===== src/rtl/cred_pkg.sv =====
// Shared credential-store definitions: FSM states, field widths and the RAM address packing
// used by both the enrollment writer and the authentication reader.
package cred_pkg;

   localparam int CRED_ADDR_W   = 5;
   localparam int CRED_DATA_W   = 4;
   localparam int CRED_DIGITS   = 4;
   localparam int CRED_MAX_USER = 7;
   localparam int CRED_VALUE_W  = 5;
   localparam int CRED_USER_W   = 3;
   localparam int CRED_IDX_W    = $clog2(CRED_DIGITS);

   typedef logic [CRED_USER_W-1:0]  user_t;
   typedef logic [CRED_IDX_W-1:0]   idx_t;
   typedef logic [CRED_VALUE_W-1:0] value_t;

   typedef enum logic [2:0] {
      ST_IDLE,
      ST_GET_USER,
      ST_GET_DIGIT,
      ST_CONFIRM,
      ST_WRITE,
      ST_DONE,
      ST_ERROR
   } cred_state_e;

   function automatic logic [CRED_ADDR_W-1:0] cred_addr(input user_t user, input idx_t k);
      return {user, k};
   endfunction

endpackage


===== src/rtl/credential_writer_if.sv =====
// Entry/strobe bundle between the admin console side and the credential writer.
interface credential_writer_if;
   import cred_pkg::*;

   logic                   start;
   logic                   button;
   value_t                 value;
   logic [CRED_ADDR_W-1:0] wr_addr;
   logic [CRED_DATA_W-1:0] wr_data;
   logic                   wr_en;
   logic                   busy;
   logic                   done;
   logic                   error;

   modport master (
      output start, button, value,
      input  wr_addr, wr_data, wr_en, busy, done, error
   );

   modport slave (
      input  start, button, value,
      output wr_addr, wr_data, wr_en, busy, done, error
   );

endinterface


===== src/rtl/cred_timeout.sv =====
// Inactivity timer: a down-counter reloaded to CYCLES-1, expiring at terminal count zero.
module cred_timeout #(
   parameter int unsigned CYCLES = 16
) (
   input  logic clk,
   input  logic rst_n,
   input  logic load,
   input  logic en,
   output logic expired
);

   localparam int unsigned CW = (CYCLES > 2) ? $clog2(CYCLES) : 1;
   localparam logic [CW-1:0] LOAD_VAL = CW'(CYCLES - 1);

   logic [CW-1:0] cnt;

   always_ff @(posedge clk or negedge rst_n) begin
      if (!rst_n) begin
         cnt <= '0;
      end else if (load) begin
         cnt <= LOAD_VAL;
      end else if (en && (cnt != '0)) begin
         cnt <= cnt - 1'b1;
      end
   end

   assign expired = (cnt == '0);

endmodule


===== src/rtl/credential_writer.sv =====
// Password enrollment engine: user ID + 4 digits entered twice, then a 4-word RAM burst.
// Optional inactivity timeout is built when CRED_WRITER_TIMEOUT_EN is defined.
//
// state        | meaning
// ST_IDLE      | waiting for admin start
// ST_GET_USER  | waiting for user ID press
// ST_GET_DIGIT | collecting 4 password digits into dig_buf
// ST_CONFIRM   | re-entry compared digit by digit against dig_buf
// ST_WRITE     | 4-cycle write burst, idx walks the digits
// ST_DONE      | one-cycle done pulse
// ST_ERROR     | one-cycle error pulse, entry buffer cleared
module credential_writer
   import cred_pkg::*;
#(
   parameter int unsigned TIMEOUT_CYCLES = 50_000_000
) (
   input  logic                clk,
   input  logic                rst_n,
   credential_writer_if.slave  bus
);

   cred_state_e            state, state_nxt;
   user_t                  user, user_nxt;
   idx_t                   idx, idx_nxt;
   logic [CRED_DATA_W-1:0] dig_buf [CRED_DIGITS];
   logic                   buf_wr, buf_clr;

   logic                   wr_en_q, busy_q, done_q, error_q;
   logic [CRED_ADDR_W-1:0] wr_addr_q;
   logic [CRED_DATA_W-1:0] wr_data_q;

`ifdef CRED_WRITER_TIMEOUT_EN
   logic entry_st, tmo_load, tmo_expired;

   assign entry_st = (state == ST_GET_USER) || (state == ST_GET_DIGIT) || (state == ST_CONFIRM);
   assign tmo_load = ((state == ST_IDLE) && bus.start) || (entry_st && bus.button);

   cred_timeout #(.CYCLES(TIMEOUT_CYCLES)) u_timeout (
      .clk     (clk),
      .rst_n   (rst_n),
      .load    (tmo_load),
      .en      (entry_st),
      .expired (tmo_expired)
   );
`else
   logic timeout_unused;
   assign timeout_unused = (TIMEOUT_CYCLES != 0);
`endif

   always_comb begin
      state_nxt = state;
      user_nxt  = user;
      idx_nxt   = idx;
      buf_wr    = 1'b0;
      buf_clr   = 1'b0;
      case (state)
         ST_IDLE: begin
            if (bus.start) state_nxt = ST_GET_USER;
         end
         ST_GET_USER: begin
            if (bus.button) begin
               if (bus.value <= value_t'(CRED_MAX_USER)) begin
                  user_nxt  = bus.value[CRED_USER_W-1:0];
                  state_nxt = ST_GET_DIGIT;
               end else begin
                  state_nxt = ST_ERROR;
               end
            end
         end
         ST_GET_DIGIT: begin
            if (bus.button) begin
               if (!bus.value[CRED_VALUE_W-1]) begin
                  buf_wr  = 1'b1;
                  idx_nxt = idx + 1'b1;
                  if (idx == idx_t'(CRED_DIGITS - 1)) state_nxt = ST_CONFIRM;
               end else begin
                  state_nxt = ST_ERROR;
               end
            end
         end
         ST_CONFIRM: begin
            if (bus.button) begin
               if (bus.value == {1'b0, dig_buf[idx]}) begin
                  idx_nxt = idx + 1'b1;
                  if (idx == idx_t'(CRED_DIGITS - 1)) state_nxt = ST_WRITE;
               end else begin
                  state_nxt = ST_ERROR;
               end
            end
         end
         ST_WRITE: begin
            idx_nxt = idx + 1'b1;
            if (idx == idx_t'(CRED_DIGITS - 1)) state_nxt = ST_DONE;
         end
         ST_DONE: begin
            state_nxt = ST_IDLE;
         end
         ST_ERROR: begin
            state_nxt = ST_IDLE;
            buf_clr   = 1'b1;
            idx_nxt   = '0;
         end
         default: begin
            state_nxt = ST_IDLE;
         end
      endcase
`ifdef CRED_WRITER_TIMEOUT_EN
      // Expiry overrides any press landing in the same cycle.
      if (entry_st && tmo_expired) begin
         state_nxt = ST_ERROR;
         user_nxt  = user;
         idx_nxt   = idx;
         buf_wr    = 1'b0;
      end
`endif
   end

   always_ff @(posedge clk or negedge rst_n) begin
      if (!rst_n) begin
         state     <= ST_IDLE;
         user      <= '0;
         idx       <= '0;
         for (int i = 0; i < CRED_DIGITS; i++) dig_buf[i] <= '0;
         wr_en_q   <= 1'b0;
         wr_addr_q <= '0;
         wr_data_q <= '0;
         busy_q    <= 1'b0;
         done_q    <= 1'b0;
         error_q   <= 1'b0;
      end else begin
         state <= state_nxt;
         user  <= user_nxt;
         idx   <= idx_nxt;
         if (buf_clr) begin
            for (int i = 0; i < CRED_DIGITS; i++) dig_buf[i] <= '0;
         end else if (buf_wr) begin
            dig_buf[idx] <= bus.value[CRED_DATA_W-1:0];
         end
         // Outputs decode the next state so they line up with the state they describe.
         wr_en_q <= (state_nxt == ST_WRITE);
         if (state_nxt == ST_WRITE) begin
            wr_addr_q <= cred_addr(user_nxt, idx_nxt);
            wr_data_q <= dig_buf[idx_nxt];
         end
         busy_q  <= (state_nxt != ST_IDLE);
         done_q  <= (state_nxt == ST_DONE);
         error_q <= (state_nxt == ST_ERROR);
      end
   end

   assign bus.wr_en   = wr_en_q;
   assign bus.wr_addr = wr_addr_q;
   assign bus.wr_data = wr_data_q;
   assign bus.busy    = busy_q;
   assign bus.done    = done_q;
   assign bus.error   = error_q;

endmodule


===== src/flat_wrapper.sv =====
// flat-port wrapper written by rule: the top's interface ports become plain ports
module credential_writer_flat import cred_pkg::*;
#(
   parameter int unsigned TIMEOUT_CYCLES = 50_000_000
)
  (clk, rst_n, bus_start, bus_button, bus_value, bus_wr_addr, bus_wr_data, bus_wr_en, bus_busy, bus_done, bus_error);
  credential_writer_if bus_i ();
  input  logic clk;
  input  logic rst_n;
  input wire logic [$bits(bus_i.start)-1:0] bus_start;
  input wire logic [$bits(bus_i.button)-1:0] bus_button;
  input wire logic [$bits(bus_i.value)-1:0] bus_value;
  output wire logic [$bits(bus_i.wr_addr)-1:0] bus_wr_addr;
  output wire logic [$bits(bus_i.wr_data)-1:0] bus_wr_data;
  output wire logic [$bits(bus_i.wr_en)-1:0] bus_wr_en;
  output wire logic [$bits(bus_i.busy)-1:0] bus_busy;
  output wire logic [$bits(bus_i.done)-1:0] bus_done;
  output wire logic [$bits(bus_i.error)-1:0] bus_error;
  assign bus_i.start = bus_start;
  assign bus_i.button = bus_button;
  assign bus_i.value = bus_value;
  assign bus_wr_addr = bus_i.wr_addr;
  assign bus_wr_data = bus_i.wr_data;
  assign bus_wr_en = bus_i.wr_en;
  assign bus_busy = bus_i.busy;
  assign bus_done = bus_i.done;
  assign bus_error = bus_i.error;
  credential_writer #(.TIMEOUT_CYCLES(TIMEOUT_CYCLES)) u_core (.clk(clk), .rst_n(rst_n), .bus(bus_i));
endmodule

===== config.mk =====
export PLATFORM = sky130hd
export DESIGN_NAME = credential_writer_flat
export DESIGN_NICKNAME = d
export VERILOG_FILES = /design/src/rtl/cred_pkg.sv /design/src/rtl/credential_writer_if.sv /design/src/rtl/cred_timeout.sv /design/src/rtl/credential_writer.sv /design/src/flat_wrapper.sv
export SDC_FILE = /design/constraint.sdc
export NUM_CORES = 1
export LEC_CHECK = 0
export CAP_MARGIN = 20
export CORE_ASPECT_RATIO = 1.2
export CORE_MARGIN = 2
export CORE_UTILIZATION = 50
export CTS_BUF_LIST = sky130_fd_sc_hd__clkbuf_8 sky130_fd_sc_hd__clkbuf_16
export DETAILED_ROUTE_END_ITERATION = 16
export GPL_ROUTABILITY_DRIVEN = 0
export PLACE_DENSITY = 0.78
export REMOVE_ABC_BUFFERS = 1
export SLEW_MARGIN = 20
export SYNTH_ARGS = -nofsm -noshare
export SYNTH_HDL_FRONTEND = slang
export SYNTH_SLANG_ARGS = --single-unit

===== constraint.sdc =====
create_clock -name clk -period 4.2 [get_ports clk]
set_clock_uncertainty 0.2 [all_clocks]
set_input_delay 1.05 -clock clk [delete_from_list [all_inputs] [get_ports clk]]
set_output_delay 1.05 -clock clk [all_outputs]
set_load 0.1 [all_outputs]

==> metrics.md <==
| Metric | Value |
|---|---|
| Type of the worst setup path | `in2reg` |
| Most common library cell in the layout ignoring fill and taps | `sky130_fd_sc_hd__dfrtp_1` |
| Area growth syn-to-layout | `14.9%` |
| Final antenna diode count | `0` |
| Post-route ant nets | `0` |
| Total DRC errors in the routed layout | `0` |
| CP startpoint kind | `input pin` |
| Accumulated negative setup slack | `0 ns` |
| Maximum VDD drop | `715 uV` |
| First drt pass iteration count | `6` |
| Syn Inst Count | `207` |
| P per Cell Area | `754 nW/um^2` |
| Class of the tightest hold or removal check | `reg2reg` |
| Actual transition at the worst max-transition pin | `0.967 ns` |
| Net Sw Frac | `48.5%` |
| Detailed-route via count | `1,640` |
| Clock group share of total power | `13.2%` |
| Ratio of final minimum period to clock period | `86.1%` |
| TritonCTS Buffers | `5` |
| Capturing element of the worst setup path | `u_core.bus.wr_data[0]` |
| Clock buffer depth | `2` |
| Effective utilization at floorplan | `52.2%` |
| Critical Path Start | `bus_value[0]` |
| Placement Cell Area | `2300 sq um` |
| Leak pwr | `0.00108 uW` |
| Timing-limited maximum frequency | `0.277 GHz` |
| Number of synthesized register bits | `37` |
| Critical R2R Capture | `u_core.bus.wr_data[0]` |
| Cell depth of the worst flop-to-flop path | `7` |
| GR Util All Layers | `20.3%` |
| Fraction of power consumed by sequential logic | `35.4%` |
| Cell Area, Synth | `2070 sq um` |
| Detail-routed net length per standard cell | `15.6 microns` |
| Y dimension of the die | `74.5 microns` |
| Core Footprint | `3970 sq um` |
| Worst endpoint data arrival time | `3.62 ns` |
| Fraction of power consumed by combinational cells | `51.3%` |
| Final critical-path required period | `3.61 ns` |
| Count of final max-slew check failures | `0` |
| Count of distinct cell types in the synthesized netlist | `46` |
| # setup viols final | `0` |
| Endpoints failing hold | `0` |
| Number of warning messages in the yosys log | `0` |
| Hold buffer count at CTS | `0` |
| Number of DRC violations after detailed-routing iteration 0 | `83` |
| Top-level port count | `22` |
| Cell Int Power | `925 uW` |
| Endpoint required time on the critical path | `4.21 ns` |
| Total die area | `4680 sq um` |
| Number of setup buffers added after CTS | `0` |
| Highest-count cells in the layout ignoring fill and taps | `sky130_fd_sc_hd__dfrtp_1 (37), sky130_fd_sc_hd__nand2_1 (33), sky130_fd_sc_hd__a21oi_1 (21)` |
| Share of cells above drive strength 1 | `11.0%` |
| Beginning of the worst register-to-register path | `u_core.idx[0]` |
| Net switching power of the design | `872 uW` |
| Antenna violations before repair | `0` |
| Number of fillers in the final layout | `371` |
| Sum of net half-perimeters after detailed placement | `3110 microns` |
| Clock tree from TritonCTS | `built` |
| Ys async rst share | `100%` |
| Overall die width | `62.8 microns` |
| Via count of the first global-routing pass | `1,497` |
| Reg-to-reg setup timing slack | `0.93 ns` |
| Sequential element share of the synthesized area | `44.7%` |
| Outcome | `finished, final reports clean` |
| Final design area excluding fillers | `2380 sq um` |
| Capturing element type of the critical path | `flip-flop` |
| Global-route wire length before repair | `7360 microns` |
| Total of max-cap violations | `0` |
| Worst-Skew Late Latency | `0.29 ns` |
| Core Rows | `25` |
| Number of enable-type register cells in the synthesized netlist | `0` |
| Max FO, Critical Path | `9` |
| Largest net degree at the start of global routing | `38` |
| Slew Limit Headroom | `35.3%` |
| Dominant synthesized flop cell | `sky130_fd_sc_hd__dfrtp_1` |
| Total grt overflow | `0` |
| TritonCTS Sinks | `37` |
| Worst hold margin | `0.279 ns` |
| Synthesized area per cell | `10.0 sq um` |
| Core utilization of the finished layout | `60.0%` |
| Setup repair after global routing missed its margin | `no` |
| Number of input and output port buffers inserted | `21` |
| Clock H-tree levels | `2` |
| Final #Nets | `240` |
| Clock-pin slew of the registers on the worst-case setup and hold paths | `0.08 ns` |
| Vias per cell | `5.82` |
| Total length of routed wires | `4390 microns` |
| Buffer type at the clock tree root | `sky130_fd_sc_hd__clkbuf_8` |
| Post-CTS resize count | `0` |
## final cells by class
type / instances / area [sq um] / area share [%]
clock buffers: 5 / 68.8 / 2.89
clock inverters: 3 / 13.8 / 0.578
inverters: 9 / 33.8 / 1.42
multi-input cells: 147 / 1020 / 42.9
flip-flops and latches: 37 / 926 / 38.9
well taps: 54 / 67.6 / 2.84
repair buffers: 27 / 250 / 10.5
## power groups by stage
stage / Combinational [uW] / Sequential (uW) / Clock [uW]
6_report: 922 / 636 / 238
5_1_grt: 994 / 656 / 259
4_1_cts: 926 / 632 / 243
3_5_place_dp: 921 / 638 / 0
3_3_place_gp: 910 / 634 / 0
2_1_floorplan: 433 / 879 / 0
## flip-flops by register name, summed over array words and instances (netlist names), 2 cells and up
register	flops
u_core.dig_buf	16
u_core.bus.wr_addr	5
u_core.bus.wr_data	4
u_core.state	3
u_core.user	3
u_core.idx	2
## logic make-up (layout without fill, tap and decap cells)
| family | after synthesis | count (layout) | synth area share, % |
|---|---|---|---|
| AOI/OAI and AO/OA | 43 | 43 | 14.7 |
| xor gates and xnor gates | 3 | 3 | 1.27 |
| adders and majority gates | 4 | 4 | 2.41 |
| buffers and inverters | 23 | 44 | 6.03 |
| DFF | 37 | 37 | 44.7 |
| muxes | 22 | 22 | 13.0 |
| and+or+nand+nor | 75 | 75 | 18.0 |
## metrics by stage
step / instances / setup WS (ns) / power, uW
2_1_floorplan: 193 / 1.00 / 1310
3_3_place_gp: 274 / 0.347 / 1540
3_5_place_dp: 274 / 0.282 / 1560
4_1_cts: 282 / 0.587 / 1800
5_1_grt: 282 / 0.425 / 1910
6_report: 282 / 0.586 / 1800
## per-layer routing
metal | GRT usage [%] | vias up | part of all wire [%]
met5 | 0 | - | 0
met4 | 6.67 | 0 | 1.4
met3 | 4.54 | 4 | 5.5
li1 | - | 779 | -
met1 | 28.0 | 809 | 45
met2 | 32.4 | 48 | 48
## synthesized netlist by cell type, types with 2 or more instances
cell	number	area, sq um
sky130_fd_sc_hd__nor2_1	4	15.0
sky130_fd_sc_hd__or3_1	2	12.5
sky130_fd_sc_hd__buf_6	3	33.8
sky130_fd_sc_hd__dfrtp_1	37	926
sky130_fd_sc_hd__clkbuf_1	6	22.5
sky130_fd_sc_hd__mux2_1	2	22.5
sky130_fd_sc_hd__nand3_1	16	80.1
sky130_fd_sc_hd__nor3b_1	3	22.5
sky130_fd_sc_hd__nand4_1	2	12.5
sky130_fd_sc_hd__mux2_2	4	45.0
sky130_fd_sc_hd__mux2i_1	13	130
sky130_fd_sc_hd__nand2_1	33	124
sky130_fd_sc_hd__nor3_1	2	10.0
sky130_fd_sc_hd__o311a_1	2	20.0
sky130_fd_sc_hd__nor2b_1	2	12.5
sky130_fd_sc_hd__mux4_2	2	45.0
sky130_fd_sc_hd__o21ai_0	4	20.0
sky130_fd_sc_hd__inv_1	9	33.8
sky130_fd_sc_hd__o211ai_1	2	15.0
sky130_fd_sc_hd__a21oi_1	21	105
sky130_fd_sc_hd__ha_1	4	50.1
sky130_fd_sc_hd__xor2_1	3	26.3
sky130_fd_sc_hd__buf_4	4	30.0
sky130_fd_sc_hd__nand2b_1	2	12.5
sky130_fd_sc_hd__o221ai_1	4	35.0
## worst min path at each step
stage | endpoint | cells past startpoint | slack (ns) | start
after floorplan | u_core.user[0] | 1 | 0.27 | u_core.user[0]
after global placement | u_core.bus.wr_addr[0] | 2 | 0.26 | u_core.bus.wr_addr[0]
after detailed placement | u_core.bus.wr_addr[0] | 2 | 0.27 | u_core.bus.wr_addr[0]
after CTS | u_core.bus.wr_addr[0] | 2 | 0.28 | u_core.bus.wr_addr[0]
after global routing | u_core.bus.wr_addr[0] | 2 | 0.31 | u_core.bus.wr_addr[0]
final | u_core.bus.wr_addr[0] | 2 | 0.28 | u_core.bus.wr_addr[0]
## worst max-delay path, cell delays in order
cell	delay (ns)
sky130_fd_sc_hd__clkdlybuf4s50_1	0.64
sky130_fd_sc_hd__nor3b_1	0.22
sky130_fd_sc_hd__mux2i_1	0.09
sky130_fd_sc_hd__a2111o_1	0.55
sky130_fd_sc_hd__o21ai_1	0.30
sky130_fd_sc_hd__nand3_2	0.24
sky130_fd_sc_hd__or2_2	0.38
sky130_fd_sc_hd__o221ai_1	0.16
(Power assumes the default switching activity.)
